$ cat src/rtl/fft_pkg.sv
// fft_pkg: shared constants and helpers for the 32-point SDF FFT pipeline.
//   SEL_*              : select codes understood by the downstream MUX_4x1
//   DATA_WIDTH_DEFAULT : default width of one real/imaginary component
//   clog2()            : ceiling log2, usable in constant expressions
package fft_pkg;

  localparam logic [1:0] SEL_IN   = 2'b00;
  localparam logic [1:0] SEL_DLY  = 2'b01;
  localparam logic [1:0] SEL_SUM  = 2'b10;
  localparam logic [1:0] SEL_DIFF = 2'b11;

  localparam int DATA_WIDTH_DEFAULT = 16;

  // Returns at least 1 so a 1-entry range still gets a 1-bit counter.
  function automatic int clog2(input int value);
    int result;
    result = 1;
    for (int i = 1; i < 31; i++) begin
      if ((1 << i) < value) result = i + 1;
    end
    return result;
  endfunction

endpackage

$ cat src/rtl/sdf_stage_ctrl_if.sv
// sdf_stage_ctrl_if: sample stream into one SDF stage and the candidate
// buses it presents to MUX_4x1.
//   in_valid/in_re/in_im : input sample, accepted on every rising edge
//                          with in_valid high (no backpressure, no ready)
//   A..D (re/im)         : registered candidate buses
//   sel                  : MUX_4x1 select, qualified by out_valid
//   out_valid            : candidates/sel are a new output this cycle
//   frame_start          : first output sample of a frame
// Handshake: in_valid is a one-way strobe; the stage always accepts.
// out_valid is a one-way strobe; the consumer must take the outputs in
// the cycle they are presented.
interface sdf_stage_ctrl_if
  import fft_pkg::*;
#(
  parameter int data_width = DATA_WIDTH_DEFAULT
);
  logic                  in_valid;
  logic [data_width-1:0] in_re;
  logic [data_width-1:0] in_im;
  logic [data_width-1:0] A_re;
  logic [data_width-1:0] A_im;
  logic [data_width-1:0] B_re;
  logic [data_width-1:0] B_im;
  logic [data_width-1:0] C_re;
  logic [data_width-1:0] C_im;
  logic [data_width-1:0] D_re;
  logic [data_width-1:0] D_im;
  logic [1:0]            sel;
  logic                  out_valid;
  logic                  frame_start;

  modport master (
    output in_valid, in_re, in_im,
    input  A_re, A_im, B_re, B_im, C_re, C_im, D_re, D_im,
    input  sel, out_valid, frame_start
  );

  modport slave (
    input  in_valid, in_re, in_im,
    output A_re, A_im, B_re, B_im, C_re, C_im, D_re, D_im,
    output sel, out_valid, frame_start
  );
endinterface

$ cat src/rtl/sdf_delay_line.sv
// sdf_delay_line: DEPTH-entry complex shift register with async clear.
//   clk, rst_n        : clock, asynchronous active-low clear
//   en                : shift one position
//   din_re/din_im     : value entering the head
//   dout_re/dout_im   : tail (value written DEPTH shifts ago)
module sdf_delay_line #(
  parameter int data_width = 16,
  parameter int DEPTH      = 16
) (
  input  logic                  clk,
  input  logic                  rst_n,
  input  logic                  en,
  input  logic [data_width-1:0] din_re,
  input  logic [data_width-1:0] din_im,
  output logic [data_width-1:0] dout_re,
  output logic [data_width-1:0] dout_im
);

  logic [data_width-1:0] sr_re [DEPTH];
  logic [data_width-1:0] sr_im [DEPTH];

  always_ff @(posedge clk or negedge rst_n) begin
    if (!rst_n) begin
      for (int i = 0; i < DEPTH; i++) begin
        sr_re[i] <= '0;
        sr_im[i] <= '0;
      end
    end else if (en) begin
      sr_re[0] <= din_re;
      sr_im[0] <= din_im;
      for (int i = 1; i < DEPTH; i++) begin
        sr_re[i] <= sr_re[i-1];
        sr_im[i] <= sr_im[i-1];
      end
    end
  end

  assign dout_re = sr_re[DEPTH-1];
  assign dout_im = sr_im[DEPTH-1];

endmodule

$ cat src/rtl/sdf_stage_ctrl.sv
// sdf_stage_ctrl: radix-2 SDF stage controller feeding MUX_4x1.
//   clk, rst_n : single clock, asynchronous active-low reset
//   bus        : sdf_stage_ctrl_if.slave (input stream, candidate buses,
//                sel, out_valid, frame_start)
// Each frame is 2*DEPTH samples: the first DEPTH fill the delay line while
// the previous frame's differences drain out on B; the last DEPTH are
// butterflied against the delayed samples, the scaled sum leaves on C and
// the scaled difference is stored back for the next fill phase.
module sdf_stage_ctrl
  import fft_pkg::*;
#(
  parameter int data_width = DATA_WIDTH_DEFAULT,
  parameter int DEPTH      = 16
) (
  input  logic             clk,
  input  logic             rst_n,
  sdf_stage_ctrl_if.slave  bus
);

  localparam int             CW         = clog2(2 * DEPTH);
  localparam logic [CW-1:0]  CNT_BFLY_0 = CW'(DEPTH);

  logic [CW-1:0]         cnt;
  logic                  primed;
  logic                  phase;
  logic                  primed_nxt;
  logic [data_width-1:0] dly_re, dly_im;
  logic [data_width-1:0] dl_din_re, dl_din_im;
  logic [data_width:0]   sum_re, sum_im, diff_re, diff_im;

  assign phase      = cnt[CW-1];
  // The sample that makes phase 1 for the first time is already an output.
  assign primed_nxt = primed | phase;

  // One extra bit so the add/subtract cannot overflow before halving.
  assign sum_re  = {dly_re[data_width-1], dly_re} + {bus.in_re[data_width-1], bus.in_re};
  assign sum_im  = {dly_im[data_width-1], dly_im} + {bus.in_im[data_width-1], bus.in_im};
  assign diff_re = {dly_re[data_width-1], dly_re} - {bus.in_re[data_width-1], bus.in_re};
  assign diff_im = {dly_im[data_width-1], dly_im} - {bus.in_im[data_width-1], bus.in_im};

  assign dl_din_re = phase ? diff_re[data_width:1] : bus.in_re;
  assign dl_din_im = phase ? diff_im[data_width:1] : bus.in_im;

  sdf_delay_line #(
    .data_width (data_width),
    .DEPTH      (DEPTH)
  ) u_delay (
    .clk     (clk),
    .rst_n   (rst_n),
    .en      (bus.in_valid),
    .din_re  (dl_din_re),
    .din_im  (dl_din_im),
    .dout_re (dly_re),
    .dout_im (dly_im)
  );

  always_ff @(posedge clk or negedge rst_n) begin
    if (!rst_n) begin
      cnt             <= '0;
      primed          <= 1'b0;
      bus.A_re        <= '0;
      bus.A_im        <= '0;
      bus.B_re        <= '0;
      bus.B_im        <= '0;
      bus.C_re        <= '0;
      bus.C_im        <= '0;
      bus.D_re        <= '0;
      bus.D_im        <= '0;
      bus.sel         <= SEL_IN;
      bus.out_valid   <= 1'b0;
      bus.frame_start <= 1'b0;
    end else begin
      bus.out_valid   <= bus.in_valid & primed_nxt;
      bus.frame_start <= bus.in_valid & primed_nxt & (cnt == CNT_BFLY_0);
      if (bus.in_valid) begin
        // Power-of-two frame length: natural rollover is the wrap.
        cnt      <= cnt + CW'(1);
        primed   <= primed_nxt;
        bus.A_re <= bus.in_re;
        bus.A_im <= bus.in_im;
        bus.B_re <= dly_re;
        bus.B_im <= dly_im;
        // Arithmetic shift right by one: drop the LSB of the wide result.
        bus.C_re <= sum_re[data_width:1];
        bus.C_im <= sum_im[data_width:1];
        bus.D_re <= diff_re[data_width:1];
        bus.D_im <= diff_im[data_width:1];
        if (!primed_nxt) bus.sel <= SEL_IN;
        else if (phase)  bus.sel <= SEL_SUM;
        else             bus.sel <= SEL_DLY;
      end
    end
  end

endmodule

$ cat src/flat_wrapper.sv
// flat-port wrapper written by rule: the top's interface ports become plain ports
module sdf_stage_ctrl_flat import fft_pkg::*;
#(
  parameter int data_width = DATA_WIDTH_DEFAULT,
  parameter int DEPTH      = 16
)
  (clk, rst_n, bus_in_valid, bus_in_re, bus_in_im, bus_A_re, bus_A_im, bus_B_re, bus_B_im, bus_C_re, bus_C_im, bus_D_re, bus_D_im, bus_sel, bus_out_valid, bus_frame_start);
  sdf_stage_ctrl_if #(.data_width(data_width)) bus_i ();
  input  logic clk;
  input  logic rst_n;
  input wire logic [$bits(bus_i.in_valid)-1:0] bus_in_valid;
  input wire logic [$bits(bus_i.in_re)-1:0] bus_in_re;
  input wire logic [$bits(bus_i.in_im)-1:0] bus_in_im;
  output wire logic [$bits(bus_i.A_re)-1:0] bus_A_re;
  output wire logic [$bits(bus_i.A_im)-1:0] bus_A_im;
  output wire logic [$bits(bus_i.B_re)-1:0] bus_B_re;
  output wire logic [$bits(bus_i.B_im)-1:0] bus_B_im;
  output wire logic [$bits(bus_i.C_re)-1:0] bus_C_re;
  output wire logic [$bits(bus_i.C_im)-1:0] bus_C_im;
  output wire logic [$bits(bus_i.D_re)-1:0] bus_D_re;
  output wire logic [$bits(bus_i.D_im)-1:0] bus_D_im;
  output wire logic [$bits(bus_i.sel)-1:0] bus_sel;
  output wire logic [$bits(bus_i.out_valid)-1:0] bus_out_valid;
  output wire logic [$bits(bus_i.frame_start)-1:0] bus_frame_start;
  assign bus_i.in_valid = bus_in_valid;
  assign bus_i.in_re = bus_in_re;
  assign bus_i.in_im = bus_in_im;
  assign bus_A_re = bus_i.A_re;
  assign bus_A_im = bus_i.A_im;
  assign bus_B_re = bus_i.B_re;
  assign bus_B_im = bus_i.B_im;
  assign bus_C_re = bus_i.C_re;
  assign bus_C_im = bus_i.C_im;
  assign bus_D_re = bus_i.D_re;
  assign bus_D_im = bus_i.D_im;
  assign bus_sel = bus_i.sel;
  assign bus_out_valid = bus_i.out_valid;
  assign bus_frame_start = bus_i.frame_start;
  sdf_stage_ctrl #(.data_width(data_width), .DEPTH(DEPTH)) u_core (.clk(clk), .rst_n(rst_n), .bus(bus_i));
endmodule
$ cat config.mk
export PLATFORM = sky130hd
export DESIGN_NAME = sdf_stage_ctrl_flat
export DESIGN_NICKNAME = d
export VERILOG_FILES = /design/src/rtl/fft_pkg.sv /design/src/rtl/sdf_stage_ctrl_if.sv /design/src/rtl/sdf_delay_line.sv /design/src/rtl/sdf_stage_ctrl.sv /design/src/flat_wrapper.sv
export SDC_FILE = /design/constraint.sdc
export NUM_CORES = 1
export LEC_CHECK = 0
export BUFFER_PORTS_ARGS = -buffer_cell sky130_fd_sc_hd__buf_2
export CAP_MARGIN = 20
export CORE_UTILIZATION = 61
export DETAILED_ROUTE_END_ITERATION = 12
export PLACE_DENSITY = 0.81
export SLEW_MARGIN = 15
export SYNTH_ARGS = -nofsm -noshare
export SYNTH_HDL_FRONTEND = slang
export SYNTH_SLANG_ARGS = --single-unit
export TNS_END_PERCENT = 30
$ cat constraint.sdc
create_clock -name clk -period 3.08 [get_ports clk]
set_input_delay 0.308 -clock clk [delete_from_list [all_inputs] [get_ports clk]]
set_output_delay 0.308 -clock clk [all_outputs]
set_load 0.005 [all_outputs]
# After elaboration in Yosys (flattened, before gate mapping)
# Index checks and enable logic that the tools add are counted.
[word_totals]
register_bits = 650
wordCells = 58
n_memories = 0
output_inout_bits = 132
latch_bits = 0
mem_bits_ro = 0
mem_bits_rw = 0
[op_classes]
n_shift = 0
n_div = 0
addsub = 5
bitwise_logic = 3
n_eq_ne = 1
magnitude_cmp = 0
multipliers = 0
muxes = 4
reduce_logical = 0
[op_table]
columns = ["cell", "n"]
rows = [
  ["16-bit by 16-bit adder with 17-bit output", 2],
  ["16-bit by 16-bit subtractor with 17-bit output", 2],
  ["16-bit 2-to-1 mux", 2],
  ["5-bit by 1-bit adder with 5-bit output, second input constant", 1],
  ["5-bit equality test, second input constant", 1],
  ["2-bit 2-to-1 mux", 2],
  ["1-bit AND", 2],
  ["1-bit bitwise OR", 1],
]

# Longest topological paths before layout
[depth]
depth_word = 3
mapped_depth = 11
mapped_depth_nobuf = 10

# Modules after synthesis
# Synthesis repeated with hierarchy kept, for this count alone.
[unflattened]
cells_unflattened = 2010
hier_area_um2 = 28233.3
[by_module_without_submodules]
columns = ["module", "area_per_inst_um2", "cells_per_inst", "n_inst"]
rows = [
  ["sdf_delay_line", 19461.2, 1113, 1],
  ["sdf_stage_ctrl", 8772.2, 897, 1],
]

# Worst setup path after synthesis
# OpenSTA, ideal clock, no wires.
[synth_path]
path_kind = "flip-flop to flip-flop"
startpoint = "register u_core.u_delay.sr_re, in the netlist u_core.u_delay.dout_re[0]"
endpoint = "register u_core.bus.C_re[9]"
path_stages_with_launch = 11
t_required_ps = 2955
synth_period_minus_slack_ps = 2418
setup_slack_ps = 662
arrival_time_ps = 2293
setup_ps = 125
n_path_buf = 0
path_cell_list = "dfrtp_1 > and2_1 > fa_1 > nand2b_1 > a21oi_1 > o21ba_1 > o311a_1 > o31ai_4 > o311ai_1 > xnor2_1 > mux2_2"
[synth_between]
elab_chain_cells = 1
[synth_lines]
columns = ["item", "line_no", "text"]
rows = [
  ["from (decl)", "sdf_delay_line.sv:19", "logic [data_width-1:0] sr_re [DEPTH];"],
  ["from (signal, indexed assignment)", "sdf_delay_line.sv:32", "sr_re[i] <= sr_re[i-1];"],
  ["16-bit by 16-bit adder with 17-bit output", "sdf_stage_ctrl.sv:36", "assign sum_re = {dly_re[data_width-1], dly_re} + {bus.in_re[data_width-1], bus.in_re};"],
  ["to (signal assigned)", "sdf_stage_ctrl.sv:84", "bus.C_re <= sum_re[data_width:1];"],
  ["to (decl)", "sdf_stage_ctrl_if.sv:40", "output A_re, A_im, B_re, B_im, C_re, C_im, D_re, D_im,"],
]
# Every way passes these cells.
# A chain may end at the register's enable or synchronous reset.

# Final worst setup path
[layout_path]
startpoint = "register u_core.u_delay.sr_re, in the netlist u_core.u_delay.dout_re[1]"
endpoint = "register u_core.u_delay.sr_re[253] in the netlist's numbering"
[layout_between]
elab_chain_cells = 2
[layout_lines]
columns = ["item", "line_no", "text"]
rows = [
  ["16-bit by 16-bit subtractor with 17-bit output", "sdf_stage_ctrl.sv:38", "assign diff_re = {dly_re[data_width-1], dly_re} - {bus.in_re[data_width-1], bus.in_re};"],
  ["16-bit 2-to-1 mux", "sdf_stage_ctrl.sv:41", "assign dl_din_re = phase ? diff_re[data_width:1] : bus.in_re;"],
]
# Every way passes these cells.

==> summary.txt <==
GRT
  – Initial antenna violation count: 1
  – Vias in the first global route: roughly 16,000
  – GRT Overall Usage: 0.2407
  – Pin count of the biggest net entering global routing: 170
  – Met3 GRT Util: 0.03617
  – Met2 GRT Util: 0.3745
  – Grt ovf: 0
  – GR Layer Usage met1: 0.3525
  – Most used routing layer: met2
  – First-pass GRT wire length: approximately 86,000 um

Detailed routing
  – Post-route ant nets: 0
  – Via count: ~16,000
  – Avg WL per Cell: 19.18 um
  – Post-Route WL: between 50,000 and 60,000 um
  – Via/cell ratio: around 5.6
  – Initial DRC Count: 939
  – # DRC: 0
  – TritonRoute pass-1 iters: 5

Critical path
  – Startpoint types: flop
  – Worst Path Max Fanout: 5
  – Arr. time, crit path: approximately 3.3 ns
  – Worst-path cell chain: inv_1 -> fa_1 -> nor2b_1 -> o21ai_1 -> a21boi_1 -> o211ai_1 -> a21oi_1 -> o41a_1 -> mux2_1 -> o311ai_1
  – Max stage delay on crit path: ~0.45 ns
  – Worst Path Required: 3.60 ns
  – Highest-delay cell along the critical path: dfrtp_1
  – CP endpoint kind: flop
  – Kind of critical path: flop to flop

STA
  – RSZ-0062 raised after global routing: no
  – Final Hold Fails: 0
  – Slew @ Worst Pin: 0.8888 ns
  – Slew Viols, Final: 0
  – Slew HR: 0.4075
  – Tcrit/Tclk final: 0.8925
  – Final setup fails: 0
  – Highest clock rate: roughly 360 MHz
  – Min Tclk post-route: around 2.7 ns
  – Setup_tns: 0 ns
  – Clock skew: 0.02604 ns

CTS
  – TritonCTS clock tree: built
  – Inserted Clock Buffers: between 60 and 70
  – Root Buffer: clkbuf_16
  – Clock sink count: between 600 and 700
  – H-tree levels: 2
  – Setup Fix Bufs, Post-CTS: 0
  – Clock-pin slew on the worst setup and hold paths: 0.06 ns
  – Worst-skew pair later-pin latency: around 0.64 ns
  – CTS max path bufs: 3

Final layout
  – Nets: approximately 2,200
  – Area Overhead vs Synth: 14.20%
  – Fin util: 0.7060
  – Diode count: 0
  – Share of cells above drive strength 1: 0.4117

Logic synthesis
  – Yosys Warn Count: 0
  – Mapped Area: about 27,000 um2
  – Synthesized flop and latch total: 650
  – Synth area leader: dfrtp_1
  – FFs w/ async S/R, synth: 1.000
  – Synth cell types: 71
  – Top-count cell post-synth: dfrtp_1
  – Post-synth EDFFs: 0
  – Post-synth top cells: dfrtp_1 (650), mux2_2 (576), a21oi_1 (90), clkbuf_1 (87), nor2_1 (79)
  – Synthesized area per cell: between 10 and 15 um2
  – Sequential share of the synthesized area: 0.5950
  – Synthesized Nets: roughly 2,100
  – Synth area leaders: dfrtp_1 (60%), mux2_2 (24%), ha_1 (2.8%)
  – Synth Instances: around 2,000
  – Most used DFF post-synth: dfrtp_1
  – Post-synth top area share: 0.5950

Die
  – Initial Utilization: 0.6182
  – Num rows: a little under 80
  – Die Wd: approximately 210 um
  – I/O pin cnt: about 170
  – Core box area: 44,220 um2
  – DIE AREA: 45,660 um2
  – Chip height: approximately 210 um

Placement
  – Routability congestion estimate: ~0.86
  – Post-DP HPWL: approximately 35,000 um
  – Buffers on Ports: between 150 and 200

Outcome
  – Status: completed

Power
  – Leak pwr: 0.01371 uW
  – Pwr per Cell Area: between 1000 and 1500 nW/um2
  – VDD IR-drop max: between 500 and 600 uV

Hold path
  – Worst hold path class: input port to flop

Flow run
  – Max-Cap Viols: 0
[metrics by stage]
stage	cell area (um2)	power, uW	cells	worst slack (ns)	hold slack, ns
after floorplan	27340	21360	1956	0.6620	0.01241
final	31220	32600	2778	0.3312	0.03896
after global routing	31220	34580	2778	0.1830	0.02208
after CTS	31220	32860	2778	0.3692	0.003511
after detailed placement	28850	24970	2634	0.3550	0.3909
after global placement	28850	24320	2634	0.4404	0.3773
[cell type report]
class                           count  area [um2]
Inverter                           72       270.3
Timing Repair Buffer              224        1496
Tap cell                          592       740.7
Sequential cell                   650       16270
Clock inverter                     25       245.2
Multi-Input combinational cell   1125       10360
Fill cell                        2842       13000
Clock buffer                       90        1836
[registers in the layout, indices dropped and copies added (netlist names)]
| name | count |
|---|---|
| u_core.bus.B_re | 16 |
| u_core.bus.D_im | 16 |
| u_core.cnt | 5 |
| u_core.bus.frame_start | 1 |
| u_core.bus.A_im | 16 |
| u_core.u_delay.sr_re | 240 |
| u_core.bus.D_re | 16 |
| u_core.bus.out_valid | 1 |
| u_core.u_delay.dout_re | 16 |
| u_core.u_delay.dout_im | 16 |
| u_core.bus.sel | 2 |
| u_core.u_delay.sr_im | 240 |
| u_core.bus.C_re | 16 |
| u_core.bus.A_re | 16 |
| u_core.bus.C_im | 16 |
| u_core.bus.B_im | 16 |
| u_core.primed | 1 |
[logic make-up after synthesis]
logic type / count (synthesis) / synth area share
compound gates: 230 / 0.05625
simple gates: 181 / 0.03030
buf+inv: 181 / 0.02586
mux: 594 / 0.2440
flops: 650 / 0.5950
fa+ha+maj: 66 / 0.03131
xor+xnor: 54 / 0.01730
[worst max-delay path, delay by kind of cell (launching register included)]
family	cells	cell delay, ns
AO/OA/AOI/OAI	6	1.15
flip-flops	1	0.45
adder cells (fa/ha/maj)	1	0.44
multiplexers	1	0.33
AND/OR/NAND/NOR	1	0.15
buffers and inverters	1	0.11
[worst paths after layout]
path / cells after the start / end / slack [ns] / startpoint
worst min register to register: 1 / u_core.u_delay.sr_re[143]$_DFFE_PN0P_ / 0.49 / u_core.u_delay.sr_re[159]$_DFFE_PN0P_
min in group asynchronous: 2 / u_core.bus.A_re[7]$_DFFE_PN0P_ / 0.29 / rst_n
worst max register to register: 10 / u_core.u_delay.sr_re[253]$_DFFE_PN0P_ / 0.33 / u_core.u_delay.dout_re[1]$_DFFE_PN0P_
max in group asynchronous: 3 / u_core.u_delay.sr_im[172]$_DFFE_PN0P_ / 1.80 / rst_n
worst min-delay path: 2 / u_core.bus.A_re[9]$_DFFE_PN0P_ / 0.04 / bus_in_re[9]
worst max-delay path: 10 / u_core.u_delay.sr_re[253]$_DFFE_PN0P_ / 0.33 / u_core.u_delay.dout_re[1]$_DFFE_PN0P_
[report_power, final]
part | switching [uW] | internal (uW) | total [uW]
Combinational | 4560 | 5250 | 9810
Sequential | 2600 | 12600 | 15200
Clock | 3260 | 4320 | 7580
Total | 10400 | 22200 | 32600
[routing by layer]
layer | wire length [um] | part of all wire
met2 | 24980 | 0.47
met4 | 1169 | 0.022
met3 | 2138 | 0.040
met5 | 13 | 0.00024
met1 | 24980 | 0.47
[timing repair]
| item | CTS | global route |
|---|---|---|
| endpoints found under the hold margin | 103 | 0 |
| hold buffers | 29 | 0 |
| resized for setup | 0 | 0 |
[placed cells by master, fill, tap and decap left out, types with 4 or more instances in the layout]
| cell | instances |
|---|---|
| a2111oi_0 | 4 |
| a211o_1 | 6 |
| a21o_1 | 12 |
| a21oi_1 | 90 |
| a31o_2 | 6 |
| a31oi_1 | 5 |
| and3_1 | 4 |
| buf_12 | 11 |
| buf_2 | 164 |
| buf_4 | 18 |
| clkbuf_1 | 9 |
| clkbuf_16 | 61 |
| clkbuf_8 | 20 |
| clkinv_2 | 14 |
| dfrtp_1 | 649 |
| dlygate4sd3_1 | 29 |
| fa_1 | 4 |
| ha_1 | 62 |
| inv_1 | 69 |
| mux2_2 | 576 |
| mux2i_1 | 16 |
| nand2_1 | 36 |
| nand2b_1 | 11 |
| nand3_1 | 11 |
| nor2_1 | 79 |
| nor2b_1 | 9 |
| nor3_1 | 12 |
| o211ai_1 | 7 |
| o21a_1 | 5 |
| o21ai_0 | 32 |
| o21ai_1 | 6 |
| o21bai_1 | 11 |
| o311ai_0 | 5 |
| o31ai_1 | 4 |
| or3_1 | 5 |
| xnor2_1 | 49 |
| xor2_1 | 5 |
Note: power is estimated with default switching activity, not from simulation.
